`config.mk`:
```
export PLATFORM = sky130hd
export DESIGN_NAME = pipelined_carry_select_adder
export DESIGN_NICKNAME = d
export VERILOG_FILES = /design/src/rtl/pipelined_carry_select_adder.sv
export SDC_FILE = /design/constraint.sdc
export NUM_CORES = 1
export LEC_CHECK = 0
export ABC_AREA = 1
export ABC_CLOCK_PERIOD_IN_PS = 4600
export CORE_UTILIZATION = 63
export DETAILED_ROUTE_END_ITERATION = 8
export DONT_BUFFER_PORTS = 1
export PLACE_DENSITY_LB_ADDON = 0.25
export RECOVER_POWER = 25
export SYNTH_ARGS = -nofsm -noshare
export SYNTH_HDL_FRONTEND = slang
export SYNTH_SLANG_ARGS = --single-unit
```
`constraint.sdc`:
```
create_clock -name clk -period 4.6 [get_ports clk]
set_input_delay 0.92 -clock clk [delete_from_list [all_inputs] [get_ports clk]]
set_output_delay 0.92 -clock clk [all_outputs]
set_load 0.01 [all_outputs]
```
`src/rtl/pipelined_carry_select_adder.sv`:
```
// -----------------------------------------------------------------------------
// pipelined_carry_select_adder
//
// Pipelined WIDTH-bit add/subtract built from BLOCK_SIZE-bit carry-select
// blocks. Each block evaluates two ripple adders in parallel (carry-in 0 and
// carry-in 1) and then selects one of them. BLOCKS_PER_STAGE blocks are
// evaluated per pipeline stage. The carry between blocks ripples across the
// registered stage boundaries. Latency is NUM_STAGES cycles. Throughput is one
// beat per cycle. A single global advance signal stalls the whole pipeline.
//
// Optional feature: define PIPELINED_CARRY_SELECT_ADDER_OVF_EN to add the
// signed-overflow output 'ovf'.
//
// Ports:
//   clk        clock; all state updates on the rising edge
//   rst        synchronous, active-high reset
//   in_valid   operand beat valid
//   in_ready   a beat can be accepted this cycle
//   a, b       operands (WIDTH bits)
//   cin        carry in; ignored when sub=1
//   sub        1 = compute a - b
//   out_valid  result beat valid
//   out_ready  downstream accepts the result
//   sum        result (WIDTH bits)
//   ovf        signed overflow (only with PIPELINED_CARRY_SELECT_ADDER_OVF_EN)
//   cout       carry out of the MSB block; for subtraction 1 = no borrow
// -----------------------------------------------------------------------------
module pipelined_carry_select_adder #(
    parameter int WIDTH            = 32,
    parameter int BLOCK_SIZE       = 4,
    parameter int BLOCKS_PER_STAGE = 2
) (
    input  logic             clk,
    input  logic             rst,
    input  logic             in_valid,
    output logic             in_ready,
    input  logic [WIDTH-1:0] a,
    input  logic [WIDTH-1:0] b,
    input  logic             cin,
    input  logic             sub,
    output logic             out_valid,
    input  logic             out_ready,
    output logic [WIDTH-1:0] sum,
`ifdef PIPELINED_CARRY_SELECT_ADDER_OVF_EN
    output logic             ovf,
`endif
    output logic             cout
);

    localparam int NUM_BLOCKS = WIDTH / BLOCK_SIZE;
    localparam int NUM_STAGES = (NUM_BLOCKS + BLOCKS_PER_STAGE - 1) / BLOCKS_PER_STAGE;
    localparam int STAGE_BITS = BLOCKS_PER_STAGE * BLOCK_SIZE;

    // Bit-level ripple adder; returns {carry_out, sum}.
    function automatic logic [BLOCK_SIZE:0] ripple_add(
        input logic [BLOCK_SIZE-1:0] x,
        input logic [BLOCK_SIZE-1:0] y,
        input logic                  c
    );
        logic [BLOCK_SIZE:0] r;
        logic                cc;
        r  = '0;
        cc = c;
        for (int i = 0; i < BLOCK_SIZE; i++) begin
            r[i] = x[i] ^ y[i] ^ cc;
            cc   = (x[i] & y[i]) | (cc & (x[i] ^ y[i]));
        end
        r[BLOCK_SIZE] = cc;
        return r;
    endfunction

    // Carry-select block. Both candidate sums are formed without waiting on
    // the incoming carry. The carry then only drives the final mux.
    function automatic logic [BLOCK_SIZE:0] csel_block(
        input logic [BLOCK_SIZE-1:0] x,
        input logic [BLOCK_SIZE-1:0] y,
        input logic                  c
    );
        logic [BLOCK_SIZE:0] r0;
        logic [BLOCK_SIZE:0] r1;
        r0 = ripple_add(x, y, 1'b0);
        r1 = ripple_add(x, y, 1'b1);
        return c ? r1 : r0;
    endfunction

    logic             advance;
    logic [WIDTH-1:0] b_eff;
    logic             cin_eff;

    // The whole pipeline moves together. It stalls only when a finished
    // result is waiting at the output and is not being taken.
    assign advance  = !out_valid || out_ready;
    assign in_ready = advance;

    // Subtraction is resolved at the input. Later stages see a plain add.
    assign b_eff   = sub ? ~b : b;
    assign cin_eff = sub | cin;

    genvar k;
    generate
        for (k = 0; k < NUM_STAGES; k++) begin : stg
            // LO   = sum bits already completed by earlier stages
            // NB   = blocks in this stage (the last stage may be short)
            // HI   = sum bits completed once this stage is done
            localparam int LO   = k * STAGE_BITS;
            localparam int NB   = (NUM_BLOCKS - k * BLOCKS_PER_STAGE < BLOCKS_PER_STAGE) ?
                                  (NUM_BLOCKS - k * BLOCKS_PER_STAGE) : BLOCKS_PER_STAGE;
            localparam int W    = NB * BLOCK_SIZE;
            localparam int HI   = LO + W;
            localparam bit LAST = (k == NUM_STAGES - 1);

            logic                vld_in;
            logic                cy_in;
            logic [WIDTH-LO-1:0] a_in;
            logic [WIDTH-LO-1:0] b_in;
            logic [W-1:0]        blk_sum;
            logic                cy_nx;
            logic                blk_c;
            logic [BLOCK_SIZE:0] blk_r;
            logic [HI-1:0]       sum_nx;

            logic                vld_p;
            logic                cy_p;
            logic [HI-1:0]       sum_p;

            if (k == 0) begin : g_src
                assign vld_in = in_valid;
                assign cy_in  = cin_eff;
                assign a_in   = a;
                assign b_in   = b_eff;
                assign sum_nx = blk_sum;
            end else begin : g_src
                assign vld_in = stg[k-1].vld_p;
                assign cy_in  = stg[k-1].cy_p;
                assign a_in   = stg[k-1].g_ops.a_p;
                assign b_in   = stg[k-1].g_ops.b_p;
                assign sum_nx = {blk_sum, stg[k-1].sum_p};
            end

            // Combinational evaluation of this stage's blocks. The carry
            // ripples block to block through the select muxes only.
            always_comb begin
                blk_sum = '0;
                blk_r   = '0;
                blk_c   = cy_in;
                for (int j = 0; j < NB; j++) begin
                    blk_r = csel_block(a_in[j*BLOCK_SIZE +: BLOCK_SIZE],
                                       b_in[j*BLOCK_SIZE +: BLOCK_SIZE], blk_c);
                    blk_sum[j*BLOCK_SIZE +: BLOCK_SIZE] = blk_r[BLOCK_SIZE-1:0];
                    blk_c = blk_r[BLOCK_SIZE];
                end
                cy_nx = blk_c;
            end

            // ---- stage k register boundary ----
            always_ff @(posedge clk) begin
                if (rst) begin
                    vld_p <= 1'b0;
                end else if (advance) begin
                    vld_p <= vld_in;
                end
            end

            if (LAST) begin : g_out_reg
                // Output register. It is reset so that sum/cout read zero after
                // reset. It loads only real beats, so bubbles never disturb
                // the last presented result.
                always_ff @(posedge clk) begin
                    if (rst) begin
                        sum_p <= '0;
                        cy_p  <= 1'b0;
                    end else if (advance && vld_in) begin
                        sum_p <= sum_nx;
                        cy_p  <= cy_nx;
                    end
                end
`ifdef PIPELINED_CARRY_SELECT_ADDER_OVF_EN
                // The operand MSBs arrive here as the top of the carried
                // operand bits. Overflow: equal-sign operands, result sign differs.
                always_ff @(posedge clk) begin
                    if (rst) begin
                        ovf <= 1'b0;
                    end else if (advance && vld_in) begin
                        ovf <= (a_in[WIDTH-LO-1] == b_in[WIDTH-LO-1]) &&
                               (blk_sum[W-1] != a_in[WIDTH-LO-1]);
                    end
                end
`endif
            end else begin : g_ops
                // Operand bits not yet consumed travel with the partial sum.
                logic [WIDTH-HI-1:0] a_p;
                logic [WIDTH-HI-1:0] b_p;
                always_ff @(posedge clk) begin
                    if (advance && vld_in) begin
                        sum_p <= sum_nx;
                        cy_p  <= cy_nx;
                        a_p   <= a_in[WIDTH-LO-1:W];
                        b_p   <= b_in[WIDTH-LO-1:W];
                    end
                end
            end
        end
    endgenerate

    assign out_valid = stg[NUM_STAGES-1].vld_p;
    assign sum       = stg[NUM_STAGES-1].sum_p;
    assign cout      = stg[NUM_STAGES-1].cy_p;

endmodule

```
==> impl_metrics.py, run 1 <==
metrics = {
    "global_route": {
        "grt_pass1_vias": 3383,
        "antenna_found_initial": 0,
        "grt_pass1_wl_um": 15800,
        "grt_start_max_net_pins": 70,
        "grt-ovfl-total": 0,
        "track_usage_pct": 18.5,
    },
    "sta": {
        "holdWs_ns": 0.415,
        "hold_viol": 0,
        "drv_slew": 0,
        "setup_ws_ns": 0.846,
        "maxSlewHeadroom_pct": 29.1,
        "worstMarginPinSlew_ns": 1.06,
        "skew_ns": 0.00828,
        "fmaxAchievable_mhz": 266,
        "setup_violations": 0,
        "fin_crit_sh_pct": 81.6,
        "fin_tns_setup_ns": 0,
        "min_period_ns": 3.75,
        "rsz0062_at_grt": "no",
    },
    "detailed_routing": {
        "via_per_inst": 5.30,
        "first_iter_violations": 212,
        "drtAntennaViolNets": 0,
        "dr.pass1.iters": 4,
        "routedWlPerCell_um": 15.8,
        "wirelength_um": 10500,
        "drc": 0,
        "num_vias": 3522,
    },
    "critical_path": {
        "slowest_delay_ns": 0.42,
        "slowest_stage": "fa_1",
        "cp.buffers_inverters": 2,
        "arrival_ns": 4.12,
        "critPathCaptureType": "flip-flop",
        "critical_path.max_fanout": 3,
        "startpoint_type": "flip-flop",
        "required_ns": 4.96,
        "crit_family": "adder cells",
        "crit_top_cell": "fa_1",
        "path_class": "reg2reg",
        "crit_chain": "ha_1 -> nand2_1 -> o21ai_0 -> fa_1 -> fa_1 -> fa_1 -> inv_1 -> o21ai_0 -> fa_1 -> fa_1 -> inv_1 -> fa_1 -> nand3_1 -> nand2_1 -> nor2_1",
    },
    "yosys": {
        "yosysUniqueCellTypes": 21,
        "avgSynthCellArea_sq_um": 14.5,
        "syn-cell-area_sq_um": 7360,
        "synth-edff-count": 147,
        "ys_seq_area_share_pct": 70.0,
        "yosysWarnings": 0,
        "ys_ff_latch": 184,
        "synth_top_flop_cell": "edfxtp_1",
        "synth_nets": 618,
        "async_flop_share_pct": 0,
        "postSynthCellCount": 508,
    },
    "clock_tree": {
        "cts_setup_buffers": 0,
        "cts.sinks": 184,
        "cts_htree_levels": 4,
        "cts_resized": 0,
        "clk_latency_ns": 0.42,
        "cts_root_buf": "clkbuf_16",
        "cts_hold_buf": 0,
        "clockBufferDepth": 2,
        "cts_tree": "done",
        "cts_buffers": 17,
        "clkTransAtPathRegs_ns": 0.06,
    },
    "layout": {
        "fillers": 763,
        "mostFrequentLayoutCell": "edfxtp_1",
        "seqCellArea_sq_um": 5160,
        "fin_nets": 619,
        "layout_common_cells": "edfxtp_1, inv_1, nand2_1",
        "area_growth_pct": 8.16,
        "antenna_cells": 0,
        "drive_gt1_share_pct": 8.05,
        "multi_input_area_sq_um": 1850,
    },
    "power_and_ir_drop": {
        "powerDensity_nw_per_um2": 436,
        "leakage_nw": 3.05,
        "peakVddDrop_mv": 0.316,
    },
    "die": {
        "die_area_sq_um": 12100,
        "die_h_um": 110,
        "io_pins": 105,
        "start_util_pct": 64.5,
        "rows": 39,
        "die_width_um": 110,
        "core_area_sq_um": 11400,
    },
    "placement": {
        "portBuffers": 0,
        "gp_congestion": 0.759,
        "dp_worst_setup_slack_ns": 0.655,
        "hpwl_um": 6920,
    },
    "flow_run": {
        "max_cap_viol_count": 0,
    },
    "outcome": {
        "status": "complete, no violations",
    },
    "hold_path": {
        "hp-class": "reg2reg",
    },
}
per-layer routing:
layer  wire (um)  vias up  GRT usage, %
li1            -     1704             -
met1        4160     1694          20.3
met2        5420      105          31.6
met3         641       19          6.23
met4         260        0          10.5
met5           0        -             0
state kept, by name (all words and copies together) (netlist names):
signal / cells
sum: 32
stg.g_ops.a_p: 48
stg.cy_p: 3
out_valid: 1
stg.g_ops.b_p: 48
cout: 1
stg.vld_p: 3
stg.sum_p: 48
layout make-up:
class                   count  area share (%)
inverters                  58            2.73
well taps                 143            2.25
clock buffers              28            6.11
clock inverters             4           0.566
multi-input cells         245            23.3
flip-flops and latches    184            64.8
repair buffers              3           0.283
per-stage QoR:
step / cells / total power [mW] / instance area, sq um / utilization, %
2_1_floorplan: 508 / 2.15 / 7360 / -
3_3_place_gp: 633 / 2.17 / 7430 / 65.1
5_1_grt: 665 / 3.59 / 7960 / 69.7
4_1_cts: 665 / 3.50 / 7960 / 69.7
6_report: 665 / 3.47 / 7960 / 69.7
3_5_place_dp: 633 / 2.19 / 7430 / 65.1
path summary, 6_finish.rpt:
| check | start | endpoint | slack [ns] | depth (start not counted) |
|---|---|---|---|---|
| max | stg[2].g_ops.a_p[0]$_DFFE_PP_ | sum[31]$_SDFFE_PP0P_ | 0.85 | 15 |
| min | stg[1].g_ops.b_p[10]$_DFFE_PP_ | stg[2].g_ops.b_p[2]$_DFFE_PP_ | 0.41 | 0 |
| max reg2reg | stg[2].g_ops.a_p[0]$_DFFE_PP_ | sum[31]$_SDFFE_PP0P_ | 0.85 | 15 |
| min reg2reg | stg[1].g_ops.b_p[10]$_DFFE_PP_ | stg[2].g_ops.b_p[2]$_DFFE_PP_ | 0.41 | 0 |
Yosys cell counts (10+ instances only):
cell        n  area share (%)
xor2_1     31             3.7
nor2_1     42             2.1
nand2_1    49             2.5
ha_1       16             2.7
dfxtp_1    37              10
buf_2      14            0.95
fa_1       24             6.5
nand3b_1   29             3.0
inv_1      57             2.9
edfxtp_1  147              60
a21oi_1    31             2.1
a21oi_2    10             1.2
worst register-to-register path, stage by stage (launching register included):
cell and delay [ns]:
edfxtp_1 0.41, ha_1 0.22, nand2_1 0.06, o21ai_0 0.10, fa_1 0.39, fa_1 0.41, fa_1 0.40, inv_1 0.10
o21ai_0 0.10, fa_1 0.39, fa_1 0.37, inv_1 0.07, fa_1 0.42, nand3_1 0.10, nand2_1 0.07, nor2_1 0.11
cells by family after synthesis:
kind of cell	count (synthesis)	share of synthesized area (%)
adder cells (fa/ha/maj)	40	9.25
XOR/XNOR	38	4.52
AND/OR/NAND/NOR	124	7.97
flip-flops	184	70.0
buffers and inverters	79	4.78
AO/OA/AOI/OAI	43	3.43
power by group:
group / switching (mW) / internal [mW]
combinational: 0.111 / 0.0767
clock: 0.545 / 0.772
sequential: 0.0419 / 1.93
total: 0.698 / 2.77
(Power assumes the default switching activity.)
==> inputs of run 2 (changes only) <==
--- a/config.mk
+++ b/config.mk
@@ -6,7 +6,7 @@
 export NUM_CORES = 1
 export LEC_CHECK = 0
 export ABC_AREA = 1
-export ABC_CLOCK_PERIOD_IN_PS = 4600
+export ABC_CLOCK_PERIOD_IN_PS = 3900
 export CORE_UTILIZATION = 63
 export DETAILED_ROUTE_END_ITERATION = 8
 export DONT_BUFFER_PORTS = 1
==> constraint.sdc (replaced) <==
create_clock -name clk -period 3.9 [get_ports clk]
set_input_delay 0.78 -clock clk [delete_from_list [all_inputs] [get_ports clk]]
set_output_delay 0.78 -clock clk [all_outputs]
set_load 0.01 [all_outputs]
==> run 2 against run 1 <==
Compared with the run above: flip-flop and latch count unchanged; fmax grew 2.0%; total power is 23% higher; worst hold slack worse by 0.0055 ns; largest cell class unchanged; clock power grew 30%; utilization grew 0.87 points; wire length up 1.9%; non-clock buffer count is 2 higher; sequential power increased by 18%.
==> impl_metrics.py, run 2 (synthesis gave the netlist of run 1 again) <==
metrics = {
    "critical_path": {
        "required_ns": 4.20,
        "cp.buffers_inverters": 2,
        "slowest_delay_ns": 0.45,
        "crit_chain": "ha_1 -> nor2_1 -> a21oi_1 -> fa_1 -> fa_1 -> fa_1 -> nor2_1 -> a21oi_1 -> fa_1 -> fa_1 -> inv_1 -> fa_1 -> inv_1",
        "crit_top_cell": "fa_1",
        "slowest_stage": "fa_1",
        "startpoint_type": "flip-flop",
        "path_class": "reg2reg",
        "critPathCaptureType": "flip-flop",
        "reg2reg_setup_slack_ns": 0.22,
        "crit_family": "adder cells",
        "r2r_end": "stg[2].sum_p[23]$_DFFE_PP_",
        "reg2regPathDepth": 13,
        "rr_startpoint": "stg[1].g_ops.a_p[0]$_DFFE_PP_",
        "arrival_ns": 3.98,
        "critical_path.max_fanout": 3,
    },
    "sta": {
        "hold_viol": 0,
        "maxSlewHeadroom_pct": 29.4,
        "fin_crit_sh_pct": 94.4,
        "rsz0062_at_grt": "no",
        "min_period_ns": 3.68,
        "skew_ns": 0.00847,
        "drv_slew": 0,
        "fmaxAchievable_mhz": 272,
        "worstMarginPinSlew_ns": 1.06,
        "fin_tns_setup_ns": 0,
        "setup_violations": 0,
    },
    "detailed_routing": {
        "wirelength_um": 10700,
        "num_vias": 3532,
        "drc": 0,
        "drtAntennaViolNets": 0,
        "first_iter_violations": 163,
        "dr.pass1.iters": 4,
        "routedWlPerCell_um": 16.0,
        "via_per_inst": 5.30,
    },
    "die": {
        "die_area_sq_um": 12100,
        "core_area_sq_um": 11400,
        "rows": 39,
        "die_h_um": 110,
        "start_util_pct": 64.5,
        "io_pins": 105,
        "die_width_um": 110,
    },
    "hold_path": {
        "hp-class": "in2reg",
        "holdPathEnd": "stg[2].vld_p$_SDFFE_PP0N_",
        "hp-start": "rst",
        "whs_path_depth": 1,
    },
    "clock_tree": {
        "cts_buffers": 17,
        "cts_htree_levels": 4,
        "clkTransAtPathRegs_ns": 0.07,
        "clk_latency_ns": 0.42,
        "cts_root_buf": "clkbuf_16",
        "cts.sinks": 184,
        "cts_tree": "done",
        "clockBufferDepth": 2,
    },
    "global_route": {
        "grt_start_max_net_pins": 50,
        "antenna_found_initial": 0,
        "grt_pass1_vias": 3407,
        "track_usage_pct": 19.1,
        "grt_pass1_wl_um": 16000,
        "grt-ovfl-total": 0,
    },
    "layout": {
        "layout_common_cells": "edfxtp_1, inv_1, nand2_1",
        "fin_nets": 621,
        "biggestRegsByFlops": "stg.g_ops.a_p: 48 flops, stg.g_ops.b_p: 48 flops, stg.sum_p: 48 flops",
        "final_core_util_pct": 70.6,
        "mostFrequentLayoutCell": "edfxtp_1",
        "drive_gt1_share_pct": 10.3,
        "area_growth_pct": 9.50,
        "antenna_cells": 0,
    },
    "power_and_ir_drop": {
        "finalPower_mw": 4.26,
        "powerDensity_nw_per_um2": 529,
        "leakage_nw": 3.09,
        "peakVddDrop_mv": 0.431,
    },
    "placement": {
        "gp_congestion": 0.765,
        "hpwl_um": 7040,
        "portBuffers": 0,
    },
    "outcome": {
        "status": "complete, no violations",
    },
    "flow_run": {
        "max_cap_viol_count": 0,
    },
}
## run 2: cell types whose count changed in the layout (fill, tap and decap cells not counted), sizes merged
cell      delta
clkbuf       -7
buf          +2
clkinv       +4
clkinvlp     +2
bufinv       +1
## run 2: area by class of cell
cell class,instances,area [sq um]
flip-flops and latches,184,5160
fillers,735,3360
multi-input cells,245,1860
clock buffers,21,493
inverters,58,218
well taps,143,179
clock inverters,11,118
repair buffers,5,37.5
## run 2: routing by layer
metal / routed length, um / global-route usage, %
met5: 0 / 0
met4: 274 / 11.0
met3: 563 / 6.17
met2: 5650 / 33.1
met1: 4190 / 20.4
## run 2: how the worst max path moves through the flow
stage                                        from                    endpoint  slack [ns]  cells past startpoint
floorplan                                     sub   stg[0].sum_p[7]$_DFFE_PP_        0.07                     16
global placement                              sub   stg[0].sum_p[7]$_DFFE_PP_        0.12                     15
detailed placement                            sub   stg[0].sum_p[7]$_DFFE_PP_        0.08                     15
CTS                 stg[2].g_ops.a_p[0]$_DFFE_PP_        sum[31]$_SDFFE_PP0P_        0.11                     15
global route        stg[1].g_ops.a_p[0]$_DFFE_PP_  stg[2].sum_p[23]$_DFFE_PP_        0.05                     13
finish              stg[1].g_ops.a_p[0]$_DFFE_PP_  stg[2].sum_p[23]$_DFFE_PP_        0.22                     13
## run 2: worst register-to-register path, cell delays in order, from the launching register on
cell and delay (ns):
edfxtp_1 0.40, ha_1 0.21, nor2_1 0.08, a21oi_1 0.07
fa_1 0.42, fa_1 0.41, fa_1 0.44, nor2_1 0.12
a21oi_1 0.07, fa_1 0.45, fa_1 0.37, inv_1 0.08
fa_1 0.40, inv_1 0.06
## run 2: metrics by stage
stage                     setup WS (ns)  hold slack, ns  cells  instance area [sq um]
after floorplan                  0.0656           0.400    508                   7360
after global placement            0.116           0.400    635                   7440
after detailed placement         0.0823           0.405    635                   7440
after CTS                         0.106           0.390    667                   8050
after global routing             0.0460           0.396    667                   8060
final                             0.219           0.409    667                   8060
## run 2: power breakdown
group          total [mW]  switching (mW)  internal, mW
combinational       0.223           0.132        0.0917
clock                1.72           0.686          1.03
sequential           2.32          0.0500          2.27
## run 2: timing repair
action	4_1_cts	5_1_grt
endpoints found under the setup margin	0	1
resized for setup	0	2
hold buffers	0	0
setup buffers	0	0
